## config.mk

```make
export PLATFORM = sky130hd
export DESIGN_NAME = mem_arbiter
export DESIGN_NICKNAME = d
export VERILOG_FILES = /design/src/rtl/mem_arbiter.sv
export SDC_FILE = /design/constraint.sdc
export NUM_CORES = 1
export LEC_CHECK = 0
export ABC_AREA = 1
export CORE_AREA = 5 5 100 102
export CTS_CLUSTER_SIZE = 12
export DETAILED_ROUTE_END_ITERATION = 10
export DIE_AREA = 0 0 105 107
export GPL_ROUTABILITY_DRIVEN = 0
export PLACE_DENSITY = 0.79
export RECOVER_POWER = 100
export SYNTH_ARGS = -nofsm -noshare
export SYNTH_HDL_FRONTEND = slang
export SYNTH_SLANG_ARGS = --single-unit
```

## constraint.sdc

```tcl
create_clock -name CLK -period 2.4 [get_ports CLK]
set_input_delay 0.72 -clock CLK [delete_from_list [all_inputs] [get_ports CLK]]
set_output_delay 0.72 -clock CLK [all_outputs]
set_load 0.05 [all_outputs]
```

## src/rtl/mem_arbiter.sv

```systemverilog
// Arbiter for the single shared RAM port between the instruction-miss (I) and data (D) cache paths.
// D has fixed priority; a streak counter forces an I grant after MAX_DSTREAK back-to-back D services.
module mem_arbiter #(
  parameter int ADDR_W      = 32,
  parameter int DATA_W      = 32,
  parameter int MAX_DSTREAK = 4
) (
  input  logic              CLK,
  input  logic              nRST,
  input  logic              iREN,
  input  logic [ADDR_W-1:0] iaddr,
  output logic              iwait,
  output logic [DATA_W-1:0] iload,
  input  logic              dREN,
  input  logic              dWEN,
  input  logic [ADDR_W-1:0] daddr,
  input  logic [DATA_W-1:0] dstore,
  output logic              dwait,
  output logic [DATA_W-1:0] dload,
  output logic              ramREN,
  output logic              ramWEN,
  output logic [ADDR_W-1:0] ramaddr,
  output logic [DATA_W-1:0] ramstore,
  input  logic [DATA_W-1:0] ramload,
  input  logic              ramready
);

  localparam int STREAK_W = (MAX_DSTREAK < 1) ? 1 : $clog2(MAX_DSTREAK + 1);
  localparam logic [STREAK_W-1:0] STREAK_MAX = STREAK_W'(MAX_DSTREAK);

  typedef enum logic [1:0] {
    IDLE    = 2'd0,
    SERVE_I = 2'd1,
    SERVE_D = 2'd2
  } state_t;

  state_t              state;
  state_t              nextState;
  logic [STREAK_W-1:0] dstreak;
  logic [STREAK_W-1:0] nextDstreak;

  logic dReq;
  logic forceI;

  assign dReq   = dREN | dWEN;
  assign forceI = (dstreak == STREAK_MAX);

  always_ff @(posedge CLK or negedge nRST) begin
    if (!nRST) begin
      state   <= IDLE;
      dstreak <= '0;
    end else begin
      state   <= nextState;
      dstreak <= nextDstreak;
    end
  end

  // Completion wins over a dropped request in the same cycle; a drop without ramready is an abort.
  always_comb begin
    nextState   = state;
    nextDstreak = dstreak;
    case (state)
      IDLE: begin
        if (iREN && (forceI || !dReq)) begin
          nextState = SERVE_I;
        end else if (dReq) begin
          nextState = SERVE_D;
        end
      end
      SERVE_I: begin
        if (ramready) begin
          nextState   = IDLE;
          nextDstreak = '0;
        end else if (!iREN) begin
          nextState = IDLE;
        end
      end
      SERVE_D: begin
        if (ramready) begin
          nextState = IDLE;
          if (!iREN) begin
            nextDstreak = '0;
          end else if (dstreak != STREAK_MAX) begin
            nextDstreak = dstreak + STREAK_W'(1);
          end
        end else if (!dReq) begin
          nextState = IDLE;
        end
      end
      default: begin
        nextState   = IDLE;
        nextDstreak = '0;
      end
    endcase
  end

  // RAM side is a pure function of the granted owner so enables follow the requester without delay.
  always_comb begin
    ramREN   = 1'b0;
    ramWEN   = 1'b0;
    ramaddr  = '0;
    ramstore = '0;
    iwait    = 1'b1;
    dwait    = 1'b1;
    case (state)
      SERVE_I: begin
        ramREN  = 1'b1;
        ramaddr = iaddr;
        iwait   = ~ramready;
      end
      SERVE_D: begin
        ramWEN   = dWEN;
        ramREN   = dREN & ~dWEN;
        ramaddr  = daddr;
        ramstore = dstore;
        dwait    = ~ramready;
      end
      default: begin
        ramREN = 1'b0;
      end
    endcase
  end

  assign iload = ramload;
  assign dload = ramload;

endmodule

```

==> flow_summary.ini, run 1 <==
[floorplanning]
start_util_pct = 18.9
die_y_um = 107
rows = 35
design.die.area_um2 = 11200
fp.dieW_um = 105
ios = 266
core-area_um2 = 9020

[routing]
drt-total-wl_mm = 7.91
first_iter_violations = 72
ant_nets = 0
vias = 2188
vias_per_cell = 4.14
first_pass_iters = 4
drc = 0
wl_per_cell_um = 15.0

[layout]
seq_area_um2 = 126
postLayoutCoreUtil_pct = 36.2
nFillCells = 945
multi_input_area_um2 = 941
nets = 557
syn2layout_area_growth_pct = 91.1
drive_gt1_share_pct = 32.1
antenna_cells = 0

[clocking]
clk_pin_slew_ps = 40
cts-buffers-inserted = 3
cts_buffer_depth = 2
cts_tree = done
clk_latency_ps = 230
clock_sinks = 5
cts_htree_levels = 1
clock-root-buffer = clkbuf_8

[worst_hold_path]
hold_class = register to register

[setup_path]
worstPathRequired_ps = 1680
worst-r2r-cell-count = 7
cp-end-kind = output pin
r2r_end = dstreak[1]
worstSetupPathType = input pin to output pin
cp-start-kind = input pin
cp.arrival_ps = 1670
cp-endpoint = ramaddr[23]
reg2reg_from = state[0]
rrSetupSlack_ps = 840
cp-startpoint = iaddr[23]
path_max_fanout = 1

[global_routing]
overflow = 0
grt_max_degree = 37
grtUsageTotal_pct = 11.4
grt_pass1_wl_mm = 10.7
antenna_found_initial = 0
grt_pass1_vias = 2182

[timing]
setup_viol = 0
fin_crit_ps = 2390
fin_crit_sh_pct = 99.4
relSlewSlack_pct = 80.4
clock.fmax_mhz = 419
hold_viol_final = 0
slew_viol_final = 0
postLayoutSetupSlackWorst_ps = 15.0
hold_ws_ps = 535
skew_ps = 3.38
worst_pin_slew_ps = 295

[logic_synthesis]
post-synth-top-count-cell = nand2_1
synth_area_um2 = 1710
ys_warn_count = 0
yosysTopAreaCell = buf_4
netlist_instances = 306
syn_area_per_cell_um2 = 5.58
synth_edf_count = 0
netlist.area_leader.share_pct = 29.9
async_flop_share_pct = 100
ys_ff_latch = 5
synth_flop_cell = dfrtp_1
syn_nets = 445
yosysSeqAreaShare_pct = 7.33
synthTopCellsByArea = buf_4, nand2_1, inv_1, a21oi_1, dfrtp_1
netlist-cell-type-count = 21
netlist_top_cells_count = nand2_1, buf_4, inv_1, a21oi_1, buf_6

[outcome]
status = finished, final reports clean

[power]
clkPwrFrac_pct = 4.6
power_mw = 3.58
p_seq_share_pct = 3.5
internal-power_mw = 1.35
p_comb_share_pct = 91.9
ir_drop_mv = 0.561
netSwitchingFraction_pct = 62.2
cellPowerDensity_nw_per_um2 = 1100
p_leak_nw = 1.62
p_switching_mw = 2.22

[flow_run]
drv_cap = 0

[placement]
pre_cts_slack_ps = -75.7
place.detailed.hpwl_mm = 5.83
numPortBuffers = 169
cell type report:
type                            instances  share of cell area [%]
Clock buffer                            4                    1.38
Inverter                               49                    5.79
Multi-Input combinational cell        173                    28.8
Sequential cell                         5                    3.87
Tap cell                              111                    4.25
Timing Repair Buffer                  186                    55.9
per-stage QoR:
step / area [µm²] / std cells / setup TNS, ps
CTS: 3860 / 520 / -192
detailed placement: 3760 / 516 / -90.5
global route: 3260 / 528 / -23.8
global placement: 3760 / 516 / -91.8
floorplan: 1760 / 306 / -617
finish: 3260 / 528 / 0
worst min path at each step:
stage,end,startpoint,cells past startpoint
floorplan,dstreak[0],nRST,0
global placement,state[0],state[0],2
CTS,state[0],state[0],2
finish,dstreak[0],dstreak[0],2
detailed placement,state[0],state[0],2
global route,dstreak[0],dstreak[0],2
cell families after synthesis:
| group | share of synthesized area, % |
|---|---|
| and+or+nand+nor | 30.0 |
| AOI/OAI and AO/OA | 12.2 |
| adders and majority gates | 3.66 |
| DFF | 7.33 |
| buffers and inverters | 46.7 |
timing repair:
item | in CTS | in global routing
cloned | 0 | 5
gates resized for setup | 12 | 20
buffers inserted | 0 | 3
hold buffers | 0 | 0
pin swaps | 0 | 3
setup endpoints to repair | 3 | 34
per-layer routing:
layer	wire length [µm]	global-route usage (%)
met1	2920	11.7
met2	3900	19.9
met3	842	5.36
met4	248	4.47
met5	0	0
layout by cell type, fill, tap and decap left out, types with 2 or more instances in the layout:
| master | instances |
|---|---|
| ha_4 | 3 |
| buf_4 | 7 |
| dfrtp_1 | 4 |
| buf_12 | 13 |
| nor2_1 | 3 |
| dlymetal6s2s_1 | 2 |
| nand3_1 | 4 |
| ha_1 | 2 |
| a21oi_2 | 30 |
| inv_4 | 2 |
| clkbuf_2 | 30 |
| clkbuf_16 | 5 |
| nand2_2 | 3 |
| nand2_1 | 116 |
| inv_1 | 43 |
| a21oi_1 | 2 |
| buf_2 | 2 |
| inv_2 | 4 |
| clkbuf_4 | 26 |
| o21ai_1 | 3 |
| clkbuf_1 | 2 |
| dlygate4sd3_1 | 2 |
| clkdlybuf4s50_1 | 97 |
| clkbuf_8 | 3 |
power by group through the flow:
stage	Combinational [mW]	Clock (mW)	Sequential [mW]
after floorplan	2.29	0	0.119
after global placement	3.79	0	0.121
after detailed placement	3.83	0	0.123
after CTS	3.90	0.169	0.127
after global routing	3.47	0.171	0.127
final	3.29	0.165	0.124
worst max-delay path, stage by stage:
cell             delay [ps]
clkdlybuf4s50_1         490
nand2_1                  70
a21oi_2                 140
clkbuf_4                250
flip-flops by register name, summed over array words and instances (netlist names):
signal and flops:
dstreak 3, state 2
Note: power is estimated with default switching activity, not from simulation.
==> run 2, diff against run 1 <==
RECOVER_POWER = not set   (was 100)
==> flow_summary.ini, run 2 (synthesized netlist as in run 1, its figures left out) <==
[clocking]
clock-root-buffer = clkbuf_8
ctsHoldBuffers = 0
clk_latency_ps = 230
cts_htree_levels = 1
cts_tree = done
clk_pin_slew_ps = 40
cts-buffers-inserted = 3
cts_buffer_depth = 2
clock_sinks = 5

[layout]
top_register = dstreak
drive_gt1_share_pct = 32.9
final_common_cell = nand2_1
nFillCells = 847
largest_register_ffs = 3
antenna_cells = 0
reg.largest.list = dstreak x3, state x2
nets = 557
seq_area_um2 = 126
most-common-layout-cells = nand2_1, clkdlybuf4s50_1, buf_12
multi_input_area_um2 = 953
syn2layout_area_growth_pct = 139

[timing]
fin_crit_ps = 2370
clock.fmax_mhz = 422
final.setup.tns_ps = 0
setup_viol = 0
fin_crit_sh_pct = 98.8
slew_viol_final = 0
hold_viol_final = 0
worst_pin_slew_ps = 291
hold_ws_ps = 536
skew_ps = 3.10
relSlewSlack_pct = 80.6

[setup_path]
path_cells = clkdlybuf4s50_1 -> nand2_2 -> a21oi_4 -> buf_12
path_max_fanout = 1
r2r_end = dstreak[1]
cp-end-kind = output pin
max_stage_delay_ps = 500
cp-startpoint = iaddr[0]
cp-start-kind = input pin
worst-r2r-cell-count = 7
worstPathRequired_ps = 1680
rrSetupSlack_ps = 940
reg2reg_from = state[0]
cp.arrival_ps = 1650
slowest_stage = clkdlybuf4s50_1
cp-endpoint = ramaddr[0]
worstSetupPathType = input pin to output pin

[floorplanning]
start_util_pct = 18.9
die_y_um = 107
design.die.area_um2 = 11200
ios = 266
core-area_um2 = 9020
fp.dieW_um = 105
rows = 35

[routing]
wl_per_cell_um = 14.9
vias = 2196
first_iter_violations = 61
first_pass_iters = 4
drt-total-wl_mm = 7.87
vias_per_cell = 4.16
ant_nets = 0
drc = 0

[global_routing]
grt_max_degree = 37
grtUsageTotal_pct = 11.4
grt_pass1_wl_mm = 10.7
antenna_found_initial = 0
overflow = 0
grt_pass1_vias = 2182

[placement]
numPortBuffers = 169
place.detailed.hpwl_mm = 5.83

[worst_hold_path]
hold_class = register to register
hold_depth = 2

[power]
ir_drop_mv = 0.643
cellPowerDensity_nw_per_um2 = 1110
p_leak_nw = 1.85

[outcome]
status = finished, final reports clean

[flow_run]
drv_cap = 0
## run 2: power by group
group	switching, mW	internal (mW)	total, mW
logic	2.32	1.94	4.26
registers	0.0175	0.106	0.124
clock network	0.0506	0.115	0.165
## run 2: repair_timing
item	4_1_cts	5_1_grt
resized for setup	12	20
gates cloned	0	5
setup endpoints to repair	3	34
buffers inserted	0	3
pin swaps	0	3
## run 2: final cells by class
class	count	area share, %
flip-flops and latches	5	3.10
repair buffers	186	64.4
clock buffers	4	1.10
multi-input cells	173	23.4
well taps	111	3.40
inverters	49	4.63
## run 2: worst min-delay path by stage
stage	start	end	slack, ps
finish	dstreak[2]	dstreak[2]	540
global route	dstreak[0]	dstreak[0]	570
CTS	state[0]	state[0]	520
detailed placement	state[0]	state[0]	510
global placement	state[0]	state[0]	490
floorplan	nRST	dstreak[0]	420
## run 2: stage by stage
stage | std cells | power (mW) | util [%] | area (µm²) | setup slack [ps]
floorplan | 306 | 2.41 | - | 1760 | -37.1
global placement | 516 | 3.91 | 41.7 | 3760 | -69.2
detailed placement | 516 | 3.96 | 41.7 | 3760 | -75.7
CTS | 520 | 4.19 | 42.8 | 3860 | -24.0
global route | 528 | 4.74 | 45.3 | 4080 | -10.9
finish | 528 | 4.55 | 45.3 | 4080 | 29.3
## run 2: layer usage
layer / wire, µm / global-route usage, % / part of all wire, % / vias to the layer above
met5: 0 / 0 / 0 / -
met4: 238 / 4.47 / 3.0 / 0
met3: 846 / 5.36 / 11 / 37
met2: 3930 / 19.9 / 50 / 141
met1: 2850 / 11.7 / 36 / 954
li1: - / - / - / 1064
## run 2: critical path, delay by kind of cell
family / cells / cell delay [ps]
buffers and inverters: 2 / 650
AND/OR/NAND/NOR: 1 / 100
AO/OA/AOI/OAI: 1 / 170
==> variant 1, RTL diff (settings of run 1) <==
Re-encode `state_t` (3 states) as one-hot, 3 bits wide.
--- a/src/rtl/mem_arbiter.sv
+++ b/src/rtl/mem_arbiter.sv
@@ -28,10 +28,10 @@
   localparam int STREAK_W = (MAX_DSTREAK < 1) ? 1 : $clog2(MAX_DSTREAK + 1);
   localparam logic [STREAK_W-1:0] STREAK_MAX = STREAK_W'(MAX_DSTREAK);
 
-  typedef enum logic [1:0] {
-    IDLE    = 2'd0,
-    SERVE_I = 2'd1,
-    SERVE_D = 2'd2
+  typedef enum logic [2:0] {
+    IDLE    = 3'b001,
+    SERVE_I = 3'b010,
+    SERVE_D = 3'b100
   } state_t;
 
   state_t              state;
Function: no difference found for any inputs over 10 cycles, from zero or initial values and one cycle with nRST low; not proved beyond that.
==> variant 1 against run 1 <==
- combinational power down 47%
- sequential cell count grew 1
- power is 43% lower
- non-clock buffer count down 10
- maximum frequency increased by 1.8%
- die area did not move
- wire length fell by 15%
- clock skew up 0.0040 ns
- sequential share of layout area increased by 1.4 points
- final area fell by 12%
- worst setup slack improved by 0.043 ns
- area after synthesis shrank 6.8%
- worst hold slack got worse by 0.018 ns
- critical path type unchanged
- critical endpoint is now ramaddr[16]
==> variant 1: results (changes against run 1) <==
comb_multi_in: 116 (-33%)
GR Util met2: 0.2347 (+0.03552)
R2R Setup Slk: 0.91 ns (+0.07 ns)
internal power: 0.8518 mW (-37%)
Lkg Pwr: 1.421 nW (-12%)
GR Util met1: 0.09982 (-0.01717)
number of DRC markers in iteration 0: 54 (-25%)
Final Non-Filler Cells: 458 (-13%)
dpl ws: -0.07226 ns (+0.003396 ns)
synth top area cells: buf_4 (30%), a22o_1 (18%), nor2_1 (9.9%)
FF+latch area: 151.4 sq um (+20%)
Layout Utilization: 0.3168 (-0.04508)
min-delay src: dstreak[1]$_DFFE_PN0P_
nets: 484 (-13%)
largest net degree at the start of global routing: 34 (-8.1%)
CP arrival: 1.62 ns (-0.05 ns)
FMAX: 426.9 MHz (+1.8%)
post-synth cell types: 20 (-4.8%)
share of post-route cells with drive strength above 1: 0.2622 (-0.05910)
fill cell instance count of the final layout: 969 (+2.5%)
vias per inst: 3.987 (-3.8%)
reg2reg end: dstreak[0]$_DFFE_PN0P_
Max-Slew Margin vs Limit: 0.7973 (-0.006630)
Worst Hold Endpoint: dstreak[1]$_DFFE_PN0P_
sequential area share after synthesis: 0.09513 (+0.02187)
Post-Route M1 WL: 2061 um (-29%)
GRT Total Usage: 0.1120 (-0.001676)
worst r2r src: state[0]$_DFFE_PN1P_
multi-input logic area: 681.9 sq um (-28%)
status: finished clean
Critical Path Sink: ramaddr[16]
synth cell count leaders: buf_4 (64), nor2_1 (42), inv_1 (40)
[variant 1: cells by family (layout without fill, tap and decap cells)]
group / count (synthesis) / after routing / share of synthesized area
AO/OA/AOI/OAI: 34 / 34 / 0.1840
AND/OR/NAND/NOR: 80 / 80 / 0.2248
adder cells (fa/ha/maj): 2 / 2 / 0.01572
buffers and inverters: 119 / 225 / 0.4803
flip-flops: 6 / 6 / 0.09513
[variant 1: power by group through the flow]
| stage | Clock (mW) | Sequential (mW) | Combinational [mW] |
|---|---|---|---|
| finish | 0.160 | 0.155 | 1.74 |
| detailed placement | 0 | 0.157 | 2.29 |
| floorplan | 0 | 0.153 | 1.45 |
| global route | 0.173 | 0.160 | 1.84 |
| CTS | 0.163 | 0.155 | 2.30 |
| global placement | 0 | 0.154 | 2.27 |
[variant 1: worst max-delay path: cells and delay by family]
kind            cells  cell delay (ns)
compound gates      1             0.16
buf+inv             2             0.73
==> variant 2, RTL diff (config.mk and constraints of run 1) <==
Made on the original files. Change the parameter `DATA_W` from 32 to 16.
--- a/src/rtl/mem_arbiter.sv
+++ b/src/rtl/mem_arbiter.sv
@@ -2,7 +2,7 @@
 // D has fixed priority; a streak counter forces an I grant after MAX_DSTREAK back-to-back D services.
 module mem_arbiter #(
   parameter int ADDR_W      = 32,
-  parameter int DATA_W      = 32,
+  parameter int DATA_W      = 16,
   parameter int MAX_DSTREAK = 4
 ) (
   input  logic              CLK,
Interface: changed (5 resized); port bits go from 266 to 186. No check against the original RTL was run, so the function may have changed too.
==> variant 2 against run 1 <==
- area after synthesis is 23% lower
- sequential share of layout area is 0.14 points higher
- sequential cell count is the same
- power is 7.2% lower
- worst setup slack better by 0.022 ns
- via count down 18%
- clock skew shrank 0.0030 ns
- wire length fell by 19%
- final area is 4.4% lower
- critical path type unchanged
==> variant 2: results (changes against run 1) <==
min-delay src: state[1]$_DFFE_PN0P_
fill cell instance count of the final layout: 941 (-0.42%)
Placed Area: 3109 sq um (-17%)
Clock Skew: 0.0003603 ns (-0.003024 ns)
met3 WL: 446 um (-47%)
PortBufs: 137 (-19%)
total power: 3.318 mW (-7.2%)
Post-Route M1 WL: 2368 um (-19%)
Synth Instances: 240 (-22%)
number of DRC markers in iteration 0: 73 (+1.4%)
Lkg Pwr: 1.366 nW (-15%)
Hold WS: 0.5061 ns (-0.02906 ns)
synth top area cells: nand2_1 (29%), buf_4 (21%), a21oi_1 (13%)
sequential area share after synthesis: 0.09551 (+0.02225)
GR Util met2: 0.1951 (-0.004047)
vias per inst: 3.913 (-5.6%)
CP startpoint: iaddr[28]
post-synth cell types: 20 (-4.8%)
final setup margin: 0.03720 ns (+0.02223 ns)
GRT Total Usage: 0.09923 (-0.01446)
reg2reg end: dstreak[0]$_DFFE_PN0P_
status: finished clean
placed cell count: 452 (-12%)
Least-Margin Pin Slew: 0.3010 ns (+0.005615 ns)
vias in the first global route: 1838 (-16%)
-- variant 2: cell types whose count changed in the layout (fill, tap and decap cells not counted), sizes merged --
cell,change
clkdlybuf4s50,-16
dlymetal6s2s,-2
buf,+24
nand2,-16
clkbuf,-45
inv,-16
dlygate4sd2,+2
-- variant 2: repair_timing --
| item | in CTS | in global routing |
|---|---|---|
| cloned | 0 | 2 |
| setup endpoints to repair | 6 | 31 |
| resized for setup | 8 | 28 |
| setup buffers | 0 | 1 |
| pin swaps | 2 | 0 |
-- variant 2: layout make-up --
class,count,area (sq um),area share
timing repair buffer,149,1846,0.5914
inverter,33,126.4,0.04050
clock buffer,4,45.04,0.01443
tap,111,138.9,0.04451
multi-input combinational,157,839.6,0.2690
sequential,5,125.1,0.04010
-- variant 2: logic make-up after synthesis --
family,after synthesis,share of synthesized area
simple gates,113,0.3438
fa+ha+maj,5,0.04776
flops,5,0.09551
buf+inv,78,0.3534
compound gates,39,0.1595
